$ cat src/rtl/tx_fifo_reader_pkg.sv
// Shared types and defaults for the transmit FIFO reader.
package tx_pkg;

  localparam int unsigned DATA_W       = 8;
  localparam int unsigned CLKS_PER_BIT = 16;
  localparam int unsigned STOP_BITS    = 1;

  typedef enum logic [2:0] {
    StIdle,
    StReq,
    StLoad,
    StStart,
    StData,
    StStop
  } tx_state_e;

  // Cycles a frame occupies on the line, start bit through last stop bit.
  function automatic int unsigned frame_cycles(input int unsigned data_w,
                                               input int unsigned clks_per_bit,
                                               input int unsigned stop_bits);
    return (1 + data_w + stop_bits) * clks_per_bit;
  endfunction

endpackage

$ cat src/rtl/tx_fifo_reader_if.sv
// FIFO read port plus serial line and status signals of the transmit reader.
interface tx_fifo_reader_if #(
  parameter int unsigned DATA_W = tx_pkg::DATA_W
);

  logic              Tx_Enable;
  logic              fifo_empty;
  logic [DATA_W-1:0] fifo_q;
  logic              fifo_rdreq;
  logic              tx_serial;
  logic              tx_busy;
  logic              Frame_Done;

  modport master (
    input  Tx_Enable,
    input  fifo_empty,
    input  fifo_q,
    output fifo_rdreq,
    output tx_serial,
    output tx_busy,
    output Frame_Done
  );

  modport slave (
    output Tx_Enable,
    output fifo_empty,
    output fifo_q,
    input  fifo_rdreq,
    input  tx_serial,
    input  tx_busy,
    input  Frame_Done
  );

endinterface

$ cat src/rtl/tx_fifo_reader_bit_timer.sv
// Free-running cycle counter that ticks on the cycle its count equals last_i, then restarts.
module bit_timer #(
  parameter int unsigned CntW = 4
) (
  input  logic            clk_i,
  input  logic            rst_i,
  input  logic            clear_i,
  input  logic [CntW-1:0] last_i,
  output logic            tick_o
);

  logic [CntW-1:0] cnt_q, cnt_d;

  assign tick_o = (cnt_q == last_i);

  always_comb begin
    cnt_d = cnt_q;
    if (clear_i || tick_o) begin
      cnt_d = '0;
    end else begin
      cnt_d = cnt_q + 1'b1;
    end
  end

  always_ff @(posedge clk_i or posedge rst_i) begin
    if (rst_i) begin
      cnt_q <= '0;
    end else begin
      cnt_q <= cnt_d;
    end
  end

endmodule

$ cat src/rtl/tx_fifo_reader.sv
// Pops one FIFO word per frame and shifts it out as start bit, LSB-first data, stop bit(s).
module tx_fifo_reader #(
  parameter int unsigned DATA_W       = tx_pkg::DATA_W,
  parameter int unsigned CLKS_PER_BIT = tx_pkg::CLKS_PER_BIT,
  parameter int unsigned STOP_BITS    = tx_pkg::STOP_BITS
) (
  input logic              Mclk,
  input logic              Reset,
  tx_fifo_reader_if.master bus
);

  import tx_pkg::*;

  localparam int unsigned CntW = $clog2(STOP_BITS * CLKS_PER_BIT);
  localparam int unsigned BitW = $clog2(DATA_W + 1);

  // Terminal values are stored as "last count" so they always fit the counter width.
  localparam logic [CntW-1:0] BitLast  = CntW'(CLKS_PER_BIT - 1);
  localparam logic [CntW-1:0] StopLast = CntW'(STOP_BITS * CLKS_PER_BIT - 1);
  localparam logic [BitW-1:0] LastBit  = BitW'(DATA_W - 1);

  tx_state_e         state_q, state_d;
  logic [DATA_W-1:0] shift_q, shift_d;
  logic [BitW-1:0]   bit_q, bit_d;
  logic              tx_q, tx_d;
  logic              rd_q, rd_d;
  logic              busy_q, busy_d;
  logic              done_q, done_d;

  logic              tick;
  logic              timer_clear;
  logic [CntW-1:0]   timer_last;

  assign timer_clear = (state_q == StIdle) || (state_q == StReq) || (state_q == StLoad);
  assign timer_last  = (state_q == StStop) ? StopLast : BitLast;

  bit_timer #(
    .CntW(CntW)
  ) u_bit_timer (
    .clk_i  (Mclk),
    .rst_i  (Reset),
    .clear_i(timer_clear),
    .last_i (timer_last),
    .tick_o (tick)
  );

  always_comb begin
    state_d = state_q;
    shift_d = shift_q;
    bit_d   = bit_q;
    tx_d    = tx_q;
    rd_d    = 1'b0;
    busy_d  = busy_q;
    done_d  = 1'b0;
    unique case (state_q)
      StIdle: begin
        tx_d = 1'b1;
        if (!bus.fifo_empty && bus.Tx_Enable) begin
          rd_d    = 1'b1;
          busy_d  = 1'b1;
          state_d = StReq;
        end
      end
      // FIFO samples rdreq on this edge; fifo_q is valid during LOAD.
      StReq: state_d = StLoad;
      StLoad: begin
        shift_d = bus.fifo_q;
        tx_d    = 1'b0;
        bit_d   = '0;
        state_d = StStart;
      end
      StStart: begin
        if (tick) begin
          tx_d    = shift_q[0];
          state_d = StData;
        end
      end
      StData: begin
        if (tick) begin
          shift_d = shift_q >> 1;
          bit_d   = bit_q + 1'b1;
          if (bit_q == LastBit) begin
            tx_d    = 1'b1;
            state_d = StStop;
          end else begin
            tx_d = shift_d[0];
          end
        end
      end
      StStop: begin
        if (tick) begin
          done_d  = 1'b1;
          busy_d  = 1'b0;
          state_d = StIdle;
        end
      end
      default: state_d = StIdle;
    endcase
  end

  always_ff @(posedge Mclk or posedge Reset) begin
    if (Reset) begin
      state_q <= StIdle;
      shift_q <= '0;
      bit_q   <= '0;
      tx_q    <= 1'b1;
      rd_q    <= 1'b0;
      busy_q  <= 1'b0;
      done_q  <= 1'b0;
    end else begin
      state_q <= state_d;
      shift_q <= shift_d;
      bit_q   <= bit_d;
      tx_q    <= tx_d;
      rd_q    <= rd_d;
      busy_q  <= busy_d;
      done_q  <= done_d;
    end
  end

  assign bus.fifo_rdreq = rd_q;
  assign bus.tx_serial  = tx_q;
  assign bus.tx_busy    = busy_q;
  assign bus.Frame_Done = done_q;

endmodule

$ cat src/flat_wrapper.sv
// flat-port wrapper written by rule: the top's interface ports become plain ports
module tx_fifo_reader_flat import tx_pkg::*;
#(
  parameter int unsigned DATA_W       = tx_pkg::DATA_W,
  parameter int unsigned CLKS_PER_BIT = tx_pkg::CLKS_PER_BIT,
  parameter int unsigned STOP_BITS    = tx_pkg::STOP_BITS
)
  (Mclk, Reset, bus_Tx_Enable, bus_fifo_empty, bus_fifo_q, bus_fifo_rdreq, bus_tx_serial, bus_tx_busy, bus_Frame_Done);
  tx_fifo_reader_if #(.DATA_W(DATA_W)) bus_i ();
  input logic Mclk;
  input logic Reset;
  input wire logic [$bits(bus_i.Tx_Enable)-1:0] bus_Tx_Enable;
  input wire logic [$bits(bus_i.fifo_empty)-1:0] bus_fifo_empty;
  input wire logic [$bits(bus_i.fifo_q)-1:0] bus_fifo_q;
  output wire logic [$bits(bus_i.fifo_rdreq)-1:0] bus_fifo_rdreq;
  output wire logic [$bits(bus_i.tx_serial)-1:0] bus_tx_serial;
  output wire logic [$bits(bus_i.tx_busy)-1:0] bus_tx_busy;
  output wire logic [$bits(bus_i.Frame_Done)-1:0] bus_Frame_Done;
  assign bus_i.Tx_Enable = bus_Tx_Enable;
  assign bus_i.fifo_empty = bus_fifo_empty;
  assign bus_i.fifo_q = bus_fifo_q;
  assign bus_fifo_rdreq = bus_i.fifo_rdreq;
  assign bus_tx_serial = bus_i.tx_serial;
  assign bus_tx_busy = bus_i.tx_busy;
  assign bus_Frame_Done = bus_i.Frame_Done;
  tx_fifo_reader #(.DATA_W(DATA_W), .CLKS_PER_BIT(CLKS_PER_BIT), .STOP_BITS(STOP_BITS)) u_core (.Mclk(Mclk), .Reset(Reset), .bus(bus_i));
endmodule
$ cat config.mk
export PLATFORM = sky130hd
export DESIGN_NAME = tx_fifo_reader_flat
export DESIGN_NICKNAME = d
export VERILOG_FILES = /design/src/rtl/tx_fifo_reader_pkg.sv /design/src/rtl/tx_fifo_reader_if.sv /design/src/rtl/tx_fifo_reader_bit_timer.sv /design/src/rtl/tx_fifo_reader.sv /design/src/flat_wrapper.sv
export SDC_FILE = /design/constraint.sdc
export NUM_CORES = 1
export LEC_CHECK = 0
export BUFFER_PORTS_ARGS = -buffer_cell sky130_fd_sc_hd__buf_2
export CORE_MARGIN = 5
export CORE_UTILIZATION = 55
export DETAILED_ROUTE_END_ITERATION = 10
export GPL_TIMING_DRIVEN = 0
export PLACE_DENSITY = 0.77
export SLEW_MARGIN = 20
export SYNTH_ARGS = -nofsm -noshare
export SYNTH_HDL_FRONTEND = slang
export SYNTH_HIERARCHICAL = 1
export SYNTH_SLANG_ARGS = --single-unit
$ cat constraint.sdc
create_clock -name Mclk -period 2.2 [get_ports Mclk]
set_clock_uncertainty 0.2 [all_clocks]
set_input_delay 0.11 -clock Mclk [delete_from_list [all_inputs] [get_ports Mclk]]
set_output_delay 0.11 -clock Mclk [all_outputs]
set_load 0.005 [all_outputs]
# Word level (Yosys, flattened, before mapping)
# Cells that the tools add are included.
[word_totals] regBits=23 latchBits=0 ram_bits=0 rom_bits=0 inputBits=12 elab_cells=57 memories=0
[classes] add_sub_neg=2 multipliers=0 n_div=0 magnitude_cmp=0 eq_ne=12 shifts=0 n_mux=22 bitwise=0 n_reduce_logical=13
[ops] cell="$pmux 3 s6" count=1
[ops] cell="$pmux 8 s2" count=1
[ops] cell="$mux 3" count=5
[ops] cell="$mux 1" count=9
[ops] cell="$add 4x1->4 const B" count=2
[ops] cell="$mux 4" count=2
[ops] cell="$mux 8" count=1
[ops] cell="$ne 2x2->1 const B" count=4
[ops] cell="$pmux 4 s2" count=1
[ops] cell="$eq 3x2->1 const B" count=2
[ops] cell="$eq 3x3->1 const B" count=2
[ops] cell="$reduce_and 3->1" count=2
[ops] cell="$reduce_and 5->1" count=1
[ops] cell="$eq 4x3->1 const B" count=1
[ops] cell="$eq 4x4->1 const B" count=1
[ops] cell="$pmux 1 s4" count=1
[ops] cell="$reduce_bool 2->1" count=2
[ops] cell="$reduce_bool 4->1" count=1
[ops] cell="$eq 3x1->1 const B" count=1
[ops] cell="$logic_not 3->1" count=1
[ops] cell="$logic_or 1x1->1" count=3
[ops] cell="$ne 2x1->1 const B" count=1
[ops] cell="$pmux 1 s2" count=1
[ops] cell="$reduce_and 2->1" count=1
[ops] cell="other kinds (2)" count=2

# Longest topological paths before layout
[depth] ltp_word=5 ltp_mapped=7 depth_no_buf=6

# By module
# Netlist, hierarchy kept.
[by_module_without_submodules] mod="tx_fifo_reader" n_inst=1 cells_each=104 area_each_um2=997.2
[by_module_without_submodules] mod="bit_timer" n_inst=1 cells_each=18 area_each_um2=217.7

# Worst setup path before layout
# Ideal clock, no wire load.
[synth_timing] path_type="reg-to-reg" start="register u_core.u_bit_timer.cnt_q[0]" end="register u_core.tx_q, in the netlist u_core/bus.tx_serial" setup_ps=82 arrival_ps=1719 required_ps=1918 setup_slack_ps=199 stages_incl_launch_ff=7 period_less_slack_ps=2001 path_cell_list="dfrtp_1 -> xor2_1 -> nor4_4 -> clkbuf_1 -> inv_1 -> o22ai_1 -> mux2_2"
[synth_between] elab_chain_cells=3 word_cells_on_any_way=4 cone_classes="eq/ne (3); reduce/logical (1)"
[synth_rtl] element="start: declaration" line="tx_fifo_reader_bit_timer.sv:12" source="logic [CntW-1:0] cnt_q, cnt_d;"
[synth_rtl] element="start signal: assignment" line="tx_fifo_reader_bit_timer.sv:29" source="cnt_q <= cnt_d;"
[synth_rtl] element="$eq 4x4->1 (*)" line="tx_fifo_reader_bit_timer.sv:14" source="assign tick_o = (cnt_q == last_i);"
[synth_rtl] element="via u_core.tick" line="tx_fifo_reader.sv:30" source="logic tick;"
[synth_rtl] element="$ne 2x2->1 (no line)"
[synth_rtl] element="$reduce_and 3->1 (no line) (*)"
[synth_rtl] element="end signal: assignment" line="tx_fifo_reader.sv:114" source="tx_q <= tx_d;"
[synth_rtl] element="end: declaration" line="tx_fifo_reader.sv:25" source="logic tx_q, tx_d;"
# Mark *: on every way through the listed nets, which the timed path passes. The rest lies on a longest branch.
# A chain may end at the register's enable or synchronous reset.

# Final worst setup path
[layout_timing] start="register u_core.state_q[2]" end="register u_core.rd_q, in the netlist u_core/bus.fifo_rdreq"
[layout_between] elab_chain_cells=2
[layout_rtl] element="start: declaration" line="tx_fifo_reader.sv:22" source="tx_state_e state_q, state_d;"
[layout_rtl] element="start signal: assignment" line="tx_fifo_reader.sv:103" source="state_q <= StIdle;"
[layout_rtl] element="start signal: assignment" line="tx_fifo_reader.sv:111" source="state_q <= state_d;"
[layout_rtl] element="$logic_not 3->1" line="tx_fifo_reader.sv:55" source="unique case (state_q)"
[layout_rtl] element="$mux 1" line="tx_fifo_reader.sv:55"
[layout_rtl] element="via u_core.rd_d" line="tx_fifo_reader.sv:26" source="logic rd_q, rd_d;"
[layout_rtl] element="end signal: assignment" line="tx_fifo_reader.sv:115" source="rd_q <= rd_d;"
[layout_rtl] element="end: declaration" line="tx_fifo_reader.sv:26"
# The timed path passes the listed nets, and every way through them passes these cells.

==> results.json <==
{
  "overflow": 0,
  "irDropWorstVdd_v": 0.0006028,
  "met2WireLength_um": 1323,
  "clock_latency_ns": 0.31,
  "drt-met1-wl_um": 1089,
  "pin_count": 16,
  "drt_iter0_drc": 18,
  "gp_congestion": 0.8113,
  "stdcell_count": 185,
  "seq_area_frac_synth": 0.4748,
  "synthCells": 122,
  "worst_slew_pin_slew_ns": 0.7241,
  "ys_seq_elements": 23,
  "synth-warning-count": 6,
  "end_kind": "flop",
  "setup_viol": 0,
  "grt_max_degree": 20,
  "finalHoldViolations": 0,
  "required_ns": 2.25,
  "grt_pass1_wl_um": 4740,
  "worstPathMaxFanout": 10,
  "min_period_over_period": 0.9321,
  "min_period_ns": 2.051,
  "grtUsageTotal": 0.1833,
  "rows": 17,
  "cts.sinks": 23,
  "top_layer": "met4",
  "h-tree-depth": 1,
  "syn2layout_area_growth_pct": 22.97,
  "numCtsBuffers": 3,
  "n_antenna_cell": 0,
  "ys_types": 37,
  "vias": 1012,
  "multi_input_area_um2": 591.8,
  "layout.cells.most_common_list": "dfrtp_1, buf_2, o21ai_0",
  "start_kind": "flop",
  "fin_nets": 172,
  "fill_cells": 179,
  "powerDensity_nw_per_um2": 1010,
  "rsz0062_at_grt": "false",
  "synth_area_um2": 1215,
  "die-area_um2": 3249,
  "max-clock-path-buffers": 2,
  "antenna_found_initial": 0,
  "final_common_cell": "dfrtp_1",
  "wl_met3_um": 87,
  "die_x_um": 57,
  "wl_per_cell_um": 13.90,
  "final_cell_area_um2": 1494,
  "leakage_uw": 0.0006697,
  "placedInstanceArea_um2": 1336,
  "grt_pass1_vias": 1057,
  "final-max-slew-violation-count": 0,
  "fmax_ghz": 0.4877,
  "hp-class": "in2async",
  "drc": 0,
  "start_util": 0.5600,
  "wl_um": 2571,
  "dp_hpwl_um": 1713,
  "avgSynthCellArea_um2": 9.958,
  "firstDrtPassIters": 4,
  "clk_pin_slew_ns": 0.13,
  "drtAntennaViolNets": 0,
  "root_buffer": "clkbuf_4",
  "synth_top_family_by_area": "simple AND/OR/NAND/NOR gates",
  "run_status": "finished clean",
  "synth_mux_area_frac": 0.07518,
  "worst-setup-path-type": "reg2reg",
  "synth-simple-area-share": 0.1771,
  "vias_per_cell": 5.470,
  "fin_tns_setup_ns": 0,
  "post-place-cells": 168,
  "drive_gt1_frac": 0.2166,
  "synthAdderAreaFrac": 0.02060,
  "register_area_um2": 576.8,
  "worstPathArrival_ns": 2.10,
  "io_buffers": 15,
  "synth-xor-area-share": 0.04325,
  "die_h_um": 57,
  "slew_headroom": 0.5168,
  "maxCapViolations": 0,
  "core_area_um2": 2170,
  "synth_compound_area_frac": 0.1545,
  "cts_tree": "yes"
}
==> final timing paths <==
path	startpoint	end	slack, ns	cells past startpoint
worst max-delay path	u_core/state_q[2]	u_core/bus.fifo_rdreq	0.15	4
worst min-delay path	Reset	u_core/u_bit_timer/cnt_q[3]	0.02	3
worst max register to register	u_core/state_q[2]	u_core/bus.fifo_rdreq	0.15	4
worst min register to register	u_core/shift_q[2]	u_core/shift_q[2]	0.31	2
max in group asynchronous	Reset	u_core/shift_q[2]	1.09	3
min in group Mclk	bus_Tx_Enable	u_core/state_q[0]	0.04	3
==> critical path, stage by stage, from the launching register on <==
cell	delay [ns]
dfrtp_1	0.42
buf_2	0.19
or3b_2	0.50
dlygate4sd3_1	0.58
nor3_2	0.09
==> final cells by class <==
type                       instances  share of cell area
timing repair buffer              28              0.1340
tap                               28             0.02345
clock buffer                       4             0.01759
buffer                             7             0.02764
inverter                           6             0.01508
sequential                        23              0.3861
multi-input combinational         89              0.3961
==> through the flow <==
| stage | power, µW | worst slack (ns) | hold WS [ns] | util |
|---|---|---|---|---|
| floorplan | 1126 | 0.1988 | -0.3239 | - |
| detailed placement | 1272 | -0.02691 | -0.1916 | 0.6159 |
| global route | 1636 | 0.03510 | 0.04576 | 0.6886 |
| global placement | 1244 | 0.02033 | -0.2008 | 0.6159 |
| finish | 1509 | 0.1495 | 0.01958 | 0.6886 |
| CTS | 1484 | 0.05718 | 0.009690 | 0.6794 |
==> cell usage after synthesis <==
cell type	count	area, µm²
dfrtp_1	22	550.5
o21ai_0	15	75.07
nand2_1	12	45.04
a21oi_1	10	50.05
mux2i_1	8	80.08
inv_1	6	22.52
xor2_1	5	43.79
nor3_1	4	20.02
clkbuf_1	3	11.26
nand3_1	3	15.01
nor2_1	3	11.26
a31oi_1	2	12.51
buf_2	2	10.01
ha_1	2	25.02
nor3b_1	2	15.01
o22ai_1	2	12.51
a211oi_1	1	7.510
a31oi_2	1	12.51
and2_1	1	6.260
and4b_1	1	10.01
buf_4	1	7.510
buf_6	1	11.26
conb_1	1	3.750
dfstp_2	1	26.28
mux2_2	1	11.26
nand2b_1	1	6.260
nand4b_1	1	8.760
nor2_2	1	6.260
nor3_4	1	16.27
nor3b_2	1	12.51
nor4_1	1	6.260
nor4_4	1	21.27
o221ai_1	1	8.760
o32ai_1	1	8.760
or3_1	1	6.260
or3b_2	1	8.760
xnor2_1	1	8.760
==> power breakdown <==
group          switching [µW]  internal [µW]  total, µW
clock network             129           70.9        200
logic                     385            269        654
registers                91.8            564        656
total                     606            904       1510
==> per-layer routing <==
| layer | vias to the layer above | global-route usage |
|---|---|---|
| met2 | 25 | 0.3034 |
| met4 | 0 | 0.09272 |
| met5 | - | 0 |
| met1 | 482 | 0.2373 |
| met3 | 6 | 0.02036 |
| li1 | 499 | - |
==> state kept, by name, summed over array words and instances, names as in the netlist <==
register                  flops
u_core/bit_q                  4
u_core/bus.Frame_Done         1
u_core/bus.fifo_rdreq         1
u_core/bus.tx_busy            1
u_core/bus.tx_serial          1
u_core/shift_q                8
u_core/state_q                3
u_core/u_bit_timer/cnt_q      4
==> cells by family (layout without fill, tap and decap cells) <==
family	count (synthesis)	after routing
multiplexers	9	9
AND/OR/NAND/NOR	35	35
buffers and inverters	13	45
XOR/XNOR	6	6
flip-flops	23	23
adder cells (fa/ha/maj)	2	2
AO/OA/AOI/OAI	33	33
other	1	4
==> timing repair <==
| item | in CTS | in global routing |
|---|---|---|
| gates cloned | 0 | 0 |
| resized for setup | 1 | 1 |
| hold buffers | 11 | 0 |
| setup endpoints to repair | 1 | 5 |
| pin swaps | 0 | 1 |
| setup buffers | 0 | 2 |
| hold endpoints to repair | 33 | 0 |
Power figures use the tool's default switching activity.
